$ cat config.mk
export PLATFORM = sky130hd
export DESIGN_NAME = lnrv_exu_flush_ctrl
export DESIGN_NICKNAME = d
export VERILOG_FILES = /design/src/rtl/lnrv_defines.sv /design/src/rtl/lnrv_flush_arb.sv /design/src/rtl/lnrv_exu_flush_ctrl.sv
export SDC_FILE = /design/constraint.sdc
export NUM_CORES = 1
export LEC_CHECK = 0
export CORE_MARGIN = 5
export CORE_UTILIZATION = 43
export CTS_CLUSTER_SIZE = 12
export DETAILED_ROUTE_END_ITERATION = 10
export PLACE_DENSITY = 0.89
export SETUP_SLACK_MARGIN = 0.4
export SYNTH_ARGS = -nofsm -noshare
export SYNTH_HDL_FRONTEND = slang
export SYNTH_SLANG_ARGS = --single-unit
$ cat constraint.sdc
create_clock -name clk -period 3.45 [get_ports clk]
set_input_delay 0.5175 -clock clk [delete_from_list [all_inputs] [get_ports clk]]
set_output_delay 0.5175 -clock clk [all_outputs]
set_load 0.03 [all_outputs]
$ cat src/rtl/lnrv_defines.sv
// Shared encodings for the EXU flush controller: redirect sources, FSM states,
// default boot address and the redirect-target helper.
package lnrv_defines;

  typedef enum logic [1:0] {
    FLUSH_SRC_BOOT = 2'd0,
    FLUSH_SRC_EXCP = 2'd1,
    FLUSH_SRC_INT  = 2'd2,
    FLUSH_SRC_BJP  = 2'd3
  } flush_src_e;

  typedef enum logic {
    ST_IDLE = 1'b0,
    ST_WAIT = 1'b1
  } flush_state_e;

  localparam logic [31:0] LNRV_RESET_PC = 32'h0000_0000;

  // Redirect targets are halfword aligned; the sum wraps silently.
  function automatic logic [31:0] flush_target(input logic [31:0] op1, input logic [31:0] op2);
    logic [31:0] sum;
    sum = op1 + op2;
    return {sum[31:1], 1'b0};
  endfunction

endpackage

$ cat src/rtl/lnrv_flush_arb.sv
// Fixed-priority flush arbiter (excp > int > bjp) with operand mux and
// target adder; purely combinational.
module lnrv_flush_arb
  import lnrv_defines::*;
(
  input  logic        excp_req,
  input  logic [31:0] excp_op1,
  input  logic [31:0] excp_op2,
  input  logic        int_req,
  input  logic [31:0] int_op1,
  input  logic [31:0] int_op2,
  input  logic        bjp_req,
  input  logic [31:0] bjp_op1,
  input  logic [31:0] bjp_op2,
  output logic [2:0]  grant,
  output logic        any,
  output logic [31:0] pc,
  output flush_src_e  src
);

  logic [31:0] op1;
  logic [31:0] op2;

  always_comb begin
    grant = 3'b000;
    src   = FLUSH_SRC_BOOT;
    op1   = 32'h0;
    op2   = 32'h0;
    if (excp_req) begin
      grant = 3'b001;
      src   = FLUSH_SRC_EXCP;
      op1   = excp_op1;
      op2   = excp_op2;
    end else if (int_req) begin
      grant = 3'b010;
      src   = FLUSH_SRC_INT;
      op1   = int_op1;
      op2   = int_op2;
    end else if (bjp_req) begin
      grant = 3'b100;
      src   = FLUSH_SRC_BJP;
      op1   = bjp_op1;
      op2   = bjp_op2;
    end
  end

  assign any = excp_req | int_req | bjp_req;
  assign pc  = flush_target(op1, op2);

endmodule

$ cat src/rtl/lnrv_exu_flush_ctrl.sv
// Pipeline-flush responder: arbitrates flush requests, kills younger work and
// holds the redirect toward the IFU. LNRV_FLUSH_BYPASS_EN enables zero-latency redirect.
module lnrv_exu_flush_ctrl
  import lnrv_defines::*;
#(
  parameter logic [31:0] RESET_PC = LNRV_RESET_PC
) (
  input  logic        clk,
  input  logic        reset_n,
  input  logic        excp_flush_req,
  output logic        excp_flush_ack,
  input  logic [31:0] excp_flush_pc_op1,
  input  logic [31:0] excp_flush_pc_op2,
  input  logic        int_flush_req,
  output logic        int_flush_ack,
  input  logic [31:0] int_flush_pc_op1,
  input  logic [31:0] int_flush_pc_op2,
  input  logic        bjp_flush_req,
  output logic        bjp_flush_ack,
  input  logic [31:0] bjp_flush_pc_op1,
  input  logic [31:0] bjp_flush_pc_op2,
  output logic        ifu_flush_vld,
  input  logic        ifu_flush_rdy,
  output logic [31:0] ifu_flush_pc,
  output logic [1:0]  ifu_flush_src,
  output logic        pipe_kill,
  output logic        flush_busy
);

  flush_state_e state_q, state_d;
  logic [31:0]  pc_q, pc_d;
  flush_src_e   src_q, src_d;

  logic [2:0]   grant;
  logic         any_req;
  logic [31:0]  arb_pc;
  flush_src_e   arb_src;
  logic [2:0]   ack;
  logic         vld;
  logic [31:0]  out_pc;
  flush_src_e   out_src;

  lnrv_flush_arb u_arb (
    .excp_req (excp_flush_req),
    .excp_op1 (excp_flush_pc_op1),
    .excp_op2 (excp_flush_pc_op2),
    .int_req  (int_flush_req),
    .int_op1  (int_flush_pc_op1),
    .int_op2  (int_flush_pc_op2),
    .bjp_req  (bjp_flush_req),
    .bjp_op1  (bjp_flush_pc_op1),
    .bjp_op2  (bjp_flush_pc_op2),
    .grant    (grant),
    .any      (any_req),
    .pc       (arb_pc),
    .src      (arb_src)
  );

  // Reset lands in WAIT so the boot fetch goes out as an ordinary redirect.
  always_ff @(posedge clk or negedge reset_n) begin
    if (!reset_n) begin
      state_q <= ST_WAIT;
      pc_q    <= RESET_PC;
      src_q   <= FLUSH_SRC_BOOT;
    end else begin
      state_q <= state_d;
      pc_q    <= pc_d;
      src_q   <= src_d;
    end
  end

  always_comb begin
    state_d   = state_q;
    pc_d      = pc_q;
    src_d     = src_q;
    ack       = 3'b000;
    pipe_kill = 1'b0;
    vld       = (state_q == ST_WAIT);
    out_pc    = pc_q;
    out_src   = src_q;
    case (state_q)
      ST_IDLE: begin
        if (any_req) begin
          ack       = grant;
          pipe_kill = 1'b1;
`ifdef LNRV_FLUSH_BYPASS_EN
          vld     = 1'b1;
          out_pc  = arb_pc;
          out_src = arb_src;
          if (!ifu_flush_rdy) begin
            state_d = ST_WAIT;
            pc_d    = arb_pc;
            src_d   = arb_src;
          end
`else
          state_d = ST_WAIT;
          pc_d    = arb_pc;
          src_d   = arb_src;
`endif
        end
      end
      ST_WAIT: begin
        if (ifu_flush_rdy) state_d = ST_IDLE;
      end
      default: state_d = ST_WAIT;
    endcase
  end

  assign excp_flush_ack = ack[0];
  assign int_flush_ack  = ack[1];
  assign bjp_flush_ack  = ack[2];
  assign ifu_flush_vld  = vld;
  assign ifu_flush_pc   = out_pc;
  assign ifu_flush_src  = out_src;
  assign flush_busy     = (state_q == ST_WAIT);

endmodule

==> flow_metrics.env <==
export IMPL_clockBufferDepth=2
export IMPL_coreArea_mm2=0.00959
export IMPL_worstPathMaxFanout=7
export IMPL_ff2ff_path_depth=3
export IMPL_grt_use_total_pct=31.4
export IMPL_yosysMostFrequentCell="nand2_1"
export IMPL_rsz0062_at_grt="true"
export IMPL_die_area_mm2=0.0118
export IMPL_crit_path_start="bjp_flush_req"
export IMPL_antenna_left=0
export IMPL_max_vdd_ir_drop_mv=0.465
export IMPL_syn_area_per_cell_um2=6.98
export IMPL_setup_viol=0
export IMPL_hold_class="register to register"
export IMPL_total_power_mw=3.65
export IMPL_insertion_delay_ps=290
export IMPL_cts_root_buf="clkbuf_8"
export IMPL_synth_commonest_cells="nand2_1 (124), o21ai_0 (97), a22oi_1 (61), clkbuf_1 (42), a21oi_1 (35)"
export IMPL_synth_cell_type_count=55
export IMPL_startpoint_type="input port"
export IMPL_max_slew_margin_rel_pct=61.7
export IMPL_grtUsageMet1_pct=37.5
export IMPL_synthCells=597
export IMPL_port_buffers=236
export IMPL_r2r_start="flush_busy"
export IMPL_timing_fmax_mhz=295
export IMPL_layout_nets=1142
export IMPL_worst_pin_slew_ps=568
export IMPL_cts_tree="done"
export IMPL_post_drt_wl_per_cell_um=22.7
export IMPL_clk_pin_slew_ps=60
export IMPL_die_h_um=108
export IMPL_critPathCaptureType="register"
export IMPL_fp_dieW_um=108
export IMPL_vias_per_cell=6.38
export IMPL_period_share_pct=98.4
export IMPL_row_count=36
export IMPL_mappedNetlistNets=826
export IMPL_worstSetupPathType="input port to register"
export IMPL_ios=238
export IMPL_netlist_area_mm2=0.00417
export IMPL_yosysTopAreaCellShare_pct=19.8
export IMPL_hpwl_um=15100
export IMPL_fin_crit_ps=3390
export IMPL_outcome="complete, no violations"
export IMPL_finalClockSkew_ps=6.49
export IMPL_async_flop_share_pct=100
export IMPL_diodes=0
export IMPL_layout_drive_gt1_share_pct=21.6
export IMPL_utilization_pct=83.3
export IMPL_crit_end="ifu_flush_pc[27]"
export IMPL_maxSlewViolCount=0
export IMPL_hold_slack_ps=498
export IMPL_ff2ff_setup_slack_ps=1580
export IMPL_drt_initial_drc_count=1016
export IMPL_globalRoute_busiestLayer="met2"
export IMPL_yosys_top_cells_area="dfrtp_1 (20%), o21ai_0 (12%), nand2_1 (11%), a22oi_1 (11%), ha_1 (9.0%)"
export IMPL_cts_buffers=5
export IMPL_grt_pass1_wl_um=29500
export IMPL_clkSinkCount=34
export IMPL_yosys_warnings=0
export IMPL_grt_max_degree=83
export IMPL_gp_congestion=0.936
export IMPL_rr_endpoint="ifu_flush_pc[4]"
export IMPL_hold_viol=0
export IMPL_hold_buffers=0
export IMPL_cp_required_ps=3600
export IMPL_vias=6676
export IMPL_htree_levels=2
export IMPL_met2_usage_pct=56.0
export IMPL_p_per_area_mw_per_mm2=457
export IMPL_overflow=0
export IMPL_start_util_pct=43.5
export IMPL_ys_seq_area_share_pct=20.4
export IMPL_synth_top_area_cell="dfrtp_1"
export IMPL_p_leak_nw=3.35
export IMPL_globalRouteMet3Util_pct=6.99
export IMPL_syn_to_final_growth_pct=91.6
export IMPL_antenna_found_initial=0
export IMPL_ys_seq_elements=34
export IMPL_routed_wl_um=23800
export IMPL_synth_edf_count=0
export IMPL_grt_pass1_vias=5982
export IMPL_firstDrtPassIters=10
export IMPL_maxCapViolations=0
export IMPL_crit_arrival_ps=3540
export IMPL_synth_flop_cell="dfrtp_1"
export IMPL_drc=0
==> layout by cell type, fill, tap and decap left out, types with 3 or more instances in the layout <==
master | synthesis | final
a21oi_1 | 35 | 26
dfrtp_1 | 33 | 33
clkdlybuf4s50_1 | 0 | 225
buf_6 | 0 | 7
nor2_1 | 29 | 25
nand2_2 | 0 | 3
a221oi_2 | 0 | 3
xor2_1 | 19 | 19
o21ai_1 | 13 | 39
nand2_1 | 124 | 121
nor2_2 | 0 | 3
o31ai_1 | 3 | 3
buf_12 | 0 | 4
ha_1 | 30 | 27
ha_4 | 0 | 3
a22oi_1 | 61 | 52
xnor2_1 | 13 | 13
dlymetal6s2s_1 | 0 | 7
o21ai_0 | 97 | 64
clkbuf_8 | 0 | 5
nand4_1 | 8 | 8
o21ai_2 | 0 | 7
nor3_1 | 7 | 3
a22oi_2 | 0 | 9
a21o_1 | 9 | 9
buf_4 | 2 | 108
nor3_2 | 0 | 3
a21oi_2 | 2 | 11
nand3_1 | 7 | 6
o21a_1 | 6 | 6
o21bai_1 | 3 | 3
inv_1 | 3 | 3
==> cell families (layout without fill, tap and decap cells) <==
family                     count (synthesis)  in the layout  share of synthesized area (%)
DFF                                       34             34                           20.4
adders and majority gates                 31             31                           9.48
buffers and inverters                     52            368                           4.92
xor gates and xnor gates                  32             32                           6.72
and+or+nand+nor                          192            192                           19.8
other                                      1              1                         0.0899
AOI/OAI and AO/OA                        254            254                           38.3
muxes                                      1              1                          0.270
==> flip-flops by register name, summed over array words and instances (netlist names) <==
name           cells
flush_busy         1
ifu_flush_src      2
ifu_flush_pc      31
==> how the worst min path moves through the flow <==
stage / startpoint / end / slack [ps] / depth (start not counted)
3_5_place_dp: ifu_flush_pc[17] / ifu_flush_pc[17] / 480 / 2
2_1_floorplan: reset_n / ifu_flush_pc[10] / 220 / 0
4_1_cts: ifu_flush_pc[9] / ifu_flush_pc[9] / 490 / 2
6_report: ifu_flush_pc[21] / ifu_flush_pc[21] / 500 / 2
3_3_place_gp: ifu_flush_pc[9] / ifu_flush_pc[9] / 460 / 2
5_1_grt: ifu_flush_pc[21] / ifu_flush_pc[21] / 520 / 2
==> layout make-up <==
type,instances,area [um^2]
Timing Repair Buffer,358,3480
Multi-Input combinational cell,511,3400
Fill cell,563,1610
Sequential cell,34,852
Tap cell,133,166
Clock buffer,7,76.3
Inverter,3,11.3
==> where the power goes <==
group          internal (mW)  switching, mW  total [mW]
sequential             0.596          0.162       0.758
clock                  0.139          0.155       0.295
combinational           1.15           1.44        2.59
==> critical path, cell delays in order <==
cell	delay (ps)
buf_6	90
nor2b_4	120
buf_12	150
buf_6	120
a22oi_2	130
o21ai_2	110
buf_4	140
buf_4	120
ha_1	420
nor3_4	370
nor3_2	100
a21oi_2	240
o21bai_1	190
a311o_1	350
xnor2_1	250
o21ai_1	100
==> what timing repair did <==
action                     4_1_cts  5_1_grt
pin swaps                       18       45
resized for setup               35       80
setup endpoints to repair       23       20
buffers inserted                11       15
cloned                           1        2
==> through the flow <==
step / worst slack, ps / TNS, ps / cells / area, um^2
after floorplan: 401 / 0 / 597 / 4220
after global placement: -224 / -1430 / 1010 / 7290
after detailed placement: -238 / -3060 / 1010 / 7290
after CTS: 412 / 0 / 1029 / 7560
after global routing: -64.7 / -64.7 / 1046 / 7990
final: 55.7 / 0 / 1046 / 7990
==> layer usage <==
metal	wire length, um	share of wire, %
met4	1740	7.3
met3	2950	12
met2	11200	47
met1	7930	33
met5	0	0
Note: power is estimated with default switching activity, not from simulation.
